**config.mk**
```make
export PLATFORM = sky130hd
export DESIGN_NAME = sync_fifo_flags_flat
export DESIGN_NICKNAME = d
export VERILOG_FILES = /design/src/rtl/sync_fifo_flags_pkg.sv /design/src/rtl/sync_fifo_flags_if.sv /design/src/rtl/sync_fifo_flags_mem.sv /design/src/rtl/sync_fifo_flags.sv /design/src/flat_wrapper.sv
export SDC_FILE = /design/constraint.sdc
export NUM_CORES = 1
export LEC_CHECK = 0
export BUFFER_PORTS_ARGS = -buffer_cell sky130_fd_sc_hd__buf_2
export CORE_MARGIN = 2
export CORE_UTILIZATION = 60
export DETAILED_ROUTE_END_ITERATION = 12
export PLACE_DENSITY = 0.88
export SLEW_MARGIN = 20
export SYNTH_ARGS = -nofsm -noshare
export SYNTH_HDL_FRONTEND = slang
export SYNTH_HIERARCHICAL = 1
export SYNTH_SLANG_ARGS = --single-unit
```
**constraint.sdc**
```tcl
create_clock -name clk -period 4.8 [get_ports clk]
set_input_delay 0.96 -clock clk [delete_from_list [all_inputs] [get_ports clk]]
set_output_delay 0.96 -clock clk [all_outputs]
set_load 0.1 [all_outputs]
```
**src/rtl/sync_fifo_flags_pkg.sv**
```systemverilog
// -----------------------------------------------------------------------------
// sync_fifo_flags_pkg
// Shared types and width helpers for the sync_fifo_flags block.
//   ptr_w(depth)  : pointer width for a FIFO of 'depth' entries
//   cnt_w(depth)  : occupancy counter width (must represent 0..depth)
//   is_pow2(n)    : true when n is a power of two
//   fifo_err_e    : index of each sticky error bit in the error vector
// -----------------------------------------------------------------------------
package sync_fifo_flags_pkg;

    typedef enum logic {
        ERR_OVF = 1'b0,
        ERR_UNF = 1'b1
    } fifo_err_e;

    localparam int ERR_NUM = 2;

    function automatic int ptr_w(input int depth);
        return $clog2(depth);
    endfunction

    // One extra bit so that a completely full FIFO (count == depth) is representable.
    function automatic int cnt_w(input int depth);
        return $clog2(depth) + 1;
    endfunction

    function automatic bit is_pow2(input int n);
        return (n > 0) && ((n & (n - 1)) == 0);
    endfunction

endpackage

```
**src/rtl/sync_fifo_flags_if.sv**
```systemverilog
// -----------------------------------------------------------------------------
// sync_fifo_flags_if
// Bundles the producer/consumer side of sync_fifo_flags.
//   master modport : the stage that writes, reads and clears errors
//   slave modport  : the FIFO itself
// Signals: wdata, wr_en, rd_en, err_clr (master -> slave);
//          rdata, full_flag, almost_full, empty_flag, almost_empty,
//          count, ovf_err, unf_err (slave -> master).
// -----------------------------------------------------------------------------
interface sync_fifo_flags_if #(
    parameter int WIDTH = 32,
    parameter int DEPTH = 8
);
    localparam int CNT_W = sync_fifo_flags_pkg::cnt_w(DEPTH);

    logic [WIDTH-1:0] wdata;
    logic             wr_en;
    logic             full_flag;
    logic             almost_full;
    logic [WIDTH-1:0] rdata;
    logic             rd_en;
    logic             empty_flag;
    logic             almost_empty;
    logic [CNT_W-1:0] count;
    logic             ovf_err;
    logic             unf_err;
    logic             err_clr;

    modport master (
        output wdata, wr_en, rd_en, err_clr,
        input  rdata, full_flag, almost_full, empty_flag, almost_empty,
               count, ovf_err, unf_err
    );

    modport slave (
        input  wdata, wr_en, rd_en, err_clr,
        output rdata, full_flag, almost_full, empty_flag, almost_empty,
               count, ovf_err, unf_err
    );

endinterface

```
**src/rtl/sync_fifo_flags_mem.sv**
```systemverilog
// -----------------------------------------------------------------------------
// sync_fifo_flags_mem
// DEPTH x WIDTH register array storage for sync_fifo_flags.
// One synchronous write port, one asynchronous read port. Contents are not
// reset; the controller never reads a location it has not written.
// Ports:
//   clk    : clock
//   we     : write enable (already qualified by the controller)
//   waddr  : write address
//   wdata  : write data
//   raddr  : read address
//   rdata  : combinational read data, ram[raddr]
// -----------------------------------------------------------------------------
module sync_fifo_flags_mem
    import sync_fifo_flags_pkg::*;
#(
    parameter int WIDTH = 32,
    parameter int DEPTH = 8
) (
    input  logic                     clk,
    input  logic                     we,
    input  logic [ptr_w(DEPTH)-1:0]  waddr,
    input  logic [WIDTH-1:0]         wdata,
    input  logic [ptr_w(DEPTH)-1:0]  raddr,
    output logic [WIDTH-1:0]         rdata
);

    logic [WIDTH-1:0] ram [DEPTH];

    always_ff @(posedge clk) begin
        if (we) begin
            ram[waddr] <= wdata;
        end
    end

    // DEPTH is a power of two, so every address value is a valid index.
    assign rdata = ram[raddr];

endmodule

```
**src/rtl/sync_fifo_flags.sv**
```systemverilog
// -----------------------------------------------------------------------------
// sync_fifo_flags
// Single-clock FIFO with occupancy count, almost-full/almost-empty thresholds
// and sticky overflow/underflow error flags.
//
// Build option: macro SYNC_FIFO_FWFT_EN
//   undefined : standard read, rdata registered, valid one cycle after the
//               accepted read edge and held otherwise.
//   defined   : first-word-fall-through, rdata shows the head word whenever
//               the FIFO is not empty (zero when empty); rd_en pops it.
//
// Ports:
//   clk   : rising-edge clock
//   rst   : synchronous active-high reset, overrides every other input
//   fifo  : sync_fifo_flags_if.slave (data, handshakes, flags, count, errors)
//
// Parameters: WIDTH, DEPTH (power of two, >= 2), AF_MARGIN, AE_MARGIN.
//   almost_full  = count >= DEPTH - AF_MARGIN
//   almost_empty = count <= AE_MARGIN
// -----------------------------------------------------------------------------
module sync_fifo_flags
    import sync_fifo_flags_pkg::*;
#(
    parameter int WIDTH     = 32,
    parameter int DEPTH     = 8,
    parameter int AF_MARGIN = 2,
    parameter int AE_MARGIN = 1
) (
    input  logic               clk,
    input  logic               rst,
    sync_fifo_flags_if.slave   fifo
);

    localparam int ADDR_W = ptr_w(DEPTH);
    localparam int CNT_W  = cnt_w(DEPTH);

    typedef logic [ADDR_W-1:0] ptr_t;
    typedef logic [CNT_W-1:0]  cnt_t;

    localparam cnt_t CNT_FULL = cnt_t'(DEPTH);
    localparam cnt_t AF_LEVEL = cnt_t'(DEPTH - AF_MARGIN);
    localparam cnt_t AE_LEVEL = cnt_t'(AE_MARGIN);

    generate
        if (!is_pow2(DEPTH) || DEPTH < 2) begin : g_bad_depth
            $error("sync_fifo_flags: DEPTH must be a power of two and >= 2");
        end
        if (AF_MARGIN < 0 || AF_MARGIN >= DEPTH) begin : g_bad_af
            $error("sync_fifo_flags: AF_MARGIN out of range");
        end
        if (AE_MARGIN < 0 || AE_MARGIN >= DEPTH) begin : g_bad_ae
            $error("sync_fifo_flags: AE_MARGIN out of range");
        end
    endgenerate

    ptr_t                 wr_ptr;
    ptr_t                 rd_ptr;
    cnt_t                 count_q;
    cnt_t                 count_nxt;
    logic                 full_q;
    logic                 empty_q;
    logic                 af_q;
    logic                 ae_q;
    logic [ERR_NUM-1:0]   err_q;
    logic                 wr_acc;
    logic                 rd_acc;
    logic                 wr_rej;
    logic                 rd_rej;
    logic [WIDTH-1:0]     mem_rdata;

    // Acceptance is decided purely on registered flags, so a full FIFO never
    // takes a write even if a read frees a slot in the same cycle, and an
    // empty FIFO never forwards a same-cycle write to the read side.
    always_comb begin
        wr_acc    = !rst && fifo.wr_en && !full_q;
        rd_acc    = !rst && fifo.rd_en && !empty_q;
        wr_rej    = fifo.wr_en && full_q;
        rd_rej    = fifo.rd_en && empty_q;
        count_nxt = count_q;
        case ({wr_acc, rd_acc})
            2'b10:   count_nxt = count_q + cnt_t'(1);
            2'b01:   count_nxt = count_q - cnt_t'(1);
            default: count_nxt = count_q;
        endcase
    end

    // Flags are registered from the next count so they line up with count
    // itself, visible the cycle after the edge that accepted the access.
    always_ff @(posedge clk) begin
        if (rst) begin
            wr_ptr  <= '0;
            rd_ptr  <= '0;
            count_q <= '0;
            full_q  <= 1'b0;
            empty_q <= 1'b1;
            af_q    <= (AF_LEVEL == '0);
            ae_q    <= 1'b1;
            err_q   <= '0;
        end else begin
            if (wr_acc) begin
                wr_ptr <= wr_ptr + ptr_t'(1);
            end
            if (rd_acc) begin
                rd_ptr <= rd_ptr + ptr_t'(1);
            end
            count_q <= count_nxt;
            full_q  <= (count_nxt == CNT_FULL);
            empty_q <= (count_nxt == '0);
            af_q    <= (count_nxt >= AF_LEVEL);
            ae_q    <= (count_nxt <= AE_LEVEL);
            // A fresh error beats a simultaneous clear.
            err_q[ERR_OVF] <= wr_rej || (err_q[ERR_OVF] && !fifo.err_clr);
            err_q[ERR_UNF] <= rd_rej || (err_q[ERR_UNF] && !fifo.err_clr);
        end
    end

    sync_fifo_flags_mem #(
        .WIDTH (WIDTH),
        .DEPTH (DEPTH)
    ) u_mem (
        .clk   (clk),
        .we    (wr_acc),
        .waddr (wr_ptr),
        .wdata (fifo.wdata),
        .raddr (rd_ptr),
        .rdata (mem_rdata)
    );

`ifdef SYNC_FIFO_FWFT_EN
    // Head word is presented directly; the memory location under rd_ptr is
    // stale while empty, so it is masked to zero.
    assign fifo.rdata = empty_q ? '0 : mem_rdata;
`else
    logic [WIDTH-1:0] rdata_q;

    always_ff @(posedge clk) begin
        if (rst) begin
            rdata_q <= '0;
        end else if (rd_acc) begin
            rdata_q <= mem_rdata;
        end
    end

    assign fifo.rdata = rdata_q;
`endif

    assign fifo.count        = count_q;
    assign fifo.full_flag    = full_q;
    assign fifo.empty_flag   = empty_q;
    assign fifo.almost_full  = af_q;
    assign fifo.almost_empty = ae_q;
    assign fifo.ovf_err      = err_q[ERR_OVF];
    assign fifo.unf_err      = err_q[ERR_UNF];

endmodule

```
**src/flat_wrapper.sv**
```systemverilog
// flat-port wrapper written by rule: the top's interface ports become plain ports
module sync_fifo_flags_flat import sync_fifo_flags_pkg::*;
#(
    parameter int WIDTH     = 32,
    parameter int DEPTH     = 8,
    parameter int AF_MARGIN = 2,
    parameter int AE_MARGIN = 1
)
  (clk, rst, fifo_wdata, fifo_wr_en, fifo_rd_en, fifo_err_clr, fifo_rdata, fifo_full_flag, fifo_almost_full, fifo_empty_flag, fifo_almost_empty, fifo_count, fifo_ovf_err, fifo_unf_err);
  sync_fifo_flags_if #(.WIDTH(WIDTH), .DEPTH(DEPTH)) fifo_i ();
  input  logic clk;
  input  logic rst;
  input wire logic [$bits(fifo_i.wdata)-1:0] fifo_wdata;
  input wire logic [$bits(fifo_i.wr_en)-1:0] fifo_wr_en;
  input wire logic [$bits(fifo_i.rd_en)-1:0] fifo_rd_en;
  input wire logic [$bits(fifo_i.err_clr)-1:0] fifo_err_clr;
  output wire logic [$bits(fifo_i.rdata)-1:0] fifo_rdata;
  output wire logic [$bits(fifo_i.full_flag)-1:0] fifo_full_flag;
  output wire logic [$bits(fifo_i.almost_full)-1:0] fifo_almost_full;
  output wire logic [$bits(fifo_i.empty_flag)-1:0] fifo_empty_flag;
  output wire logic [$bits(fifo_i.almost_empty)-1:0] fifo_almost_empty;
  output wire logic [$bits(fifo_i.count)-1:0] fifo_count;
  output wire logic [$bits(fifo_i.ovf_err)-1:0] fifo_ovf_err;
  output wire logic [$bits(fifo_i.unf_err)-1:0] fifo_unf_err;
  assign fifo_i.wdata = fifo_wdata;
  assign fifo_i.wr_en = fifo_wr_en;
  assign fifo_i.rd_en = fifo_rd_en;
  assign fifo_i.err_clr = fifo_err_clr;
  assign fifo_rdata = fifo_i.rdata;
  assign fifo_full_flag = fifo_i.full_flag;
  assign fifo_almost_full = fifo_i.almost_full;
  assign fifo_empty_flag = fifo_i.empty_flag;
  assign fifo_almost_empty = fifo_i.almost_empty;
  assign fifo_count = fifo_i.count;
  assign fifo_ovf_err = fifo_i.ovf_err;
  assign fifo_unf_err = fifo_i.unf_err;
  sync_fifo_flags #(.WIDTH(WIDTH), .DEPTH(DEPTH), .AF_MARGIN(AF_MARGIN), .AE_MARGIN(AE_MARGIN)) u_core (.clk(clk), .rst(rst), .fifo(fifo_i));
endmodule
```
==> impl_metrics.csv <==
group,metric,value,unit
synth,yosysWarnings,6,
outcome,outcome,"completed",
cts,cts_setup_buffers,0,
power,switching_share,23.1,%
min_path,holdPathEnd,"u_core/fifo.rdata[13]$_SDFFE_PP0P_",
drt,drt_first_pass_iters,5,
timing,tightest_slew,1.12,ns
cts,cts_max_path_buffers,3,
power,vdd.ir_drop.worst,300,uV
global_route,grt-ovfl-total,0,
layout,multi_input_area,0.00295,mm2
critical_path,cp-start-kind,"primary input",
global_route,antenna_found_initial,2,
timing,hold_viol_final,0,
die,row_count,51,
critical_path,r2r-start,"u_core/rd_ptr[0]$_SDFFE_PP0P_",
synth,synth.distinct_cells,38,
timing,fin_ws,1.87,ns
flow_run,cap_violations,0,
critical_path,rr_worst_depth,5,
timing,maxSlewViolCount,0,
synth,yosys.area.top_type,"edfxtp_1",
cts,cts_tree,"done",
critical_path,crit_required,5.24,ns
timing,fin_setup_tns,0,ns
cts,cts.sinks,304,
cts,clk_latency,0.54,ns
min_path,worstHoldStart,"u_core/fifo.rdata[13]$_SDFFE_PP0P_",
layout,synthToLayoutAreaGrowth,14.7,%
critical_path,crit_fanout,50,
timing,period_needed,2.93,ns
synth,yosys_most_used_dff,"edfxtp_1",
critical_path,r2r_slack,2.11,ns
placement,place_congestion,0.740,
power,p_clk_share,40.0,%
power,power_frac_seq,50.5,%
drt,detail-route-antenna-nets,0,
power,power.internal,4550,uW
cts,clk_pin_slew,0.06,ns
global_route,grt_first_pass_wirelength,35700,um
min_path,holdPathStages,2,
critical_path,end_kind,"flop",
die,initial_utilization,60.8,%
critical_path,critPathMaxStageDelay,0.50,ns
critical_path,timing.rr.end,"u_core/fifo.rdata[31]$_SDFFE_PP0P_",
timing,fmaxAchievable,341,MHz
synth,synth_edf_count,256,
synth,synthCells,611,
min_path,hold_class,"reg -> reg",
placement,port_buffers,78,
power,p_leak,0.00450,uW
synth,avgSynthCellArea,19.2,um2
power,p_per_area,439,mW/mm2
synth,synth_most_common_cell,"edfxtp_1",
die,die_x,144,um
cts,cts-hold-fix-buffers,0,
timing,rsz0062_at_grt,"false",
drt,first_iter_violations,548,
critical_path,critPathArrivalTime,3.37,ns
drt,drc,0,
critical_path,worst-path-buf-inv,2,
synth,async_flop_share,0,%
die,core,0.0193,mm2
cts,cts_root_buffer,"clkbuf_16",
placement,dpl.hpwl,12800,um
cts,cts_inserted_buffers,29,
cts,cts_resized,0,
synth,synthTopCellsByCount,"edfxtp_1, nand2_1, dfxtp_1",
drt,wl,23500,um
placement,placedCellCount,925,
global_route,first_global_vias,6255,
die,chipHeight,144,um
critical_path,cp_top_family,"simple AND/OR/NAND/NOR gates",
timing,setup_viol,0,
layout,final-seq-area,0.00865,mm2
synth,synth_top_area_share,65.4,%
power,p_comb_share,9.5,%
synth,synth.area.top_cells,"edfxtp_1, mux4_1, dfxtp_1",
placement,dp_slack,1.41,ns
layout,final_nets,736,
synth,ys_seq_area_share,73.6,%
drt,wl_per_cell,23.8,um
timing,finalClockSkew,0.00776,ns
layout,drive_above_1_share,28.4,%
critical_path,crit_type,"in -> reg",
layout,fin_cells,985,
global_route,track_usage,23.2,%
synth,synth_area,0.0117,mm2
drt,route.vias.total,6014,
synth,synthesis.nets,652,
die,io_pins,79,
global_route,grt_max_degree,51,
critical_path,crit_path_top_delay_cell,"buf_4",
cts,cts.htree.levels,1,
layout,fillers,1116,
timing,slew_headroom,25.2,%
synth,yosys_register_bits,304,
critical_path,cp_cell_sequence,"buf_2, buf_4, nand2b_1, ha_1, nor3b_1, o311ai_0, o311ai_0, o21a_1, nor3b_1",
power,netSwitchingPower,1370,uW
die,die-area,0.0207,mm2
timing,fin_crit_sh,61.0,%
drt,via_per_inst,6.11,
## power groups by stage
stage	sequential, uW	clock [uW]	combinational, uW
after floorplan	3200	0	269
after global placement	3040	0	529
after detailed placement	3040	0	548
after CTS	2990	2390	556
after global routing	3000	2490	587
final	2990	2360	560
## flip-flops by register name (all words and copies together), names as in the netlist
register,flops
u_core/fifo.almost_full,1
u_core/fifo.empty_flag,1
u_core/u_mem/ram,256
u_core/wr_ptr,3
u_core/rd_ptr,3
u_core/fifo.almost_empty,1
u_core/fifo.full_flag,1
u_core/fifo.rdata,32
u_core/err_q,2
u_core/fifo.count,4
## how the worst max path moves through the flow
stage / endpoint / startpoint / cells after the start
after floorplan: u_core/u_mem/ram[0][0]$_DFFE_PP_ / fifo_wr_en / 5
after global placement: u_core/u_mem/ram[2][25]$_DFFE_PP_ / rst / 6
after detailed placement: u_core/u_mem/ram[2][29]$_DFFE_PP_ / rst / 6
after CTS: u_core/u_mem/ram[2][27]$_DFFE_PP_ / rst / 6
after global routing: u_core/fifo.full_flag$_SDFF_PP0_ / rst / 9
final: u_core/fifo.full_flag$_SDFF_PP0_ / rst / 9
## layout make-up
class	count	area share, %
antenna	2	0.0371
multi-input combinational	269	21.9
clock inverter	14	1.47
inverter	4	0.111
timing repair buffer	87	3.88
clock buffer	40	5.99
sequential	304	64.2
tap	265	2.46
## stage by stage
stage	power (uW)	hold WS (ns)	util [%]	cell area [um2]
6_report	5910	0.455	69.7	13500
2_1_floorplan	3470	0.452	-	11700
5_1_grt	6070	0.473	69.7	13500
3_5_place_dp	3590	0.445	64.0	12400
4_1_cts	5940	0.458	69.2	13400
3_3_place_gp	3570	0.440	64.0	12400
## cells in the final DEF (no fill, tap or decap), types with 2 or more instances in the layout
master / netlist / routed
dfxtp_1: 48 / 45
mux4_1: 40 / 40
xor2_1: 4 / 4
inv_1: 4 / 4
ha_1: 4 / 4
edfxtp_1: 256 / 256
buf_4: 0 / 5
clkbuf_16: 0 / 29
buf_2: 7 / 78
xnor2_1: 3 / 3
a21o_1: 2 / 2
nor3_2: 0 / 2
clkbuf_8: 0 / 4
a21oi_1: 36 / 36
diode_2: 0 / 2
clkinv_1: 0 / 4
buf_12: 0 / 2
nand2_1: 74 / 74
mux4_2: 24 / 24
nor3b_1: 2 / 2
mux2_2: 32 / 32
a22oi_1: 2 / 2
nor2_1: 17 / 11
clkbuf_1: 11 / 7
nand2b_1: 7 / 6
buf_16: 0 / 2
bufinv_16: 0 / 5
nor2_4: 0 / 6
o311ai_0: 2 / 2
dfxtp_2: 0 / 2
clkinv_2: 0 / 2
nor4b_1: 2 / 2
## worst min-delay path: stages, from the launching register on
cell     delay [ns]
dfxtp_1        0.30
nand2_1        0.05
a21oi_1        0.05
## per-layer routing
metal,track usage (%),share of wire [%],vias up
met2,40.6,53,248
li1,-,-,2606
met4,8.46,2.8,0
met5,0,0,-
met3,3.33,5.3,52
met1,29.9,39,3108
## cells by family after synthesis
kind of cell               after synthesis  share of synthesized area, %
buffers and inverters                   38                          1.86
muxes                                   97                          16.7
xor gates and xnor gates                 8                         0.660
and+or+nand+nor                        111                          4.13
AOI/OAI and AO/OA                       49                          2.60
DFF                                    304                          73.6
adders and majority gates                4                         0.426
Power figures use the tool's default switching activity.
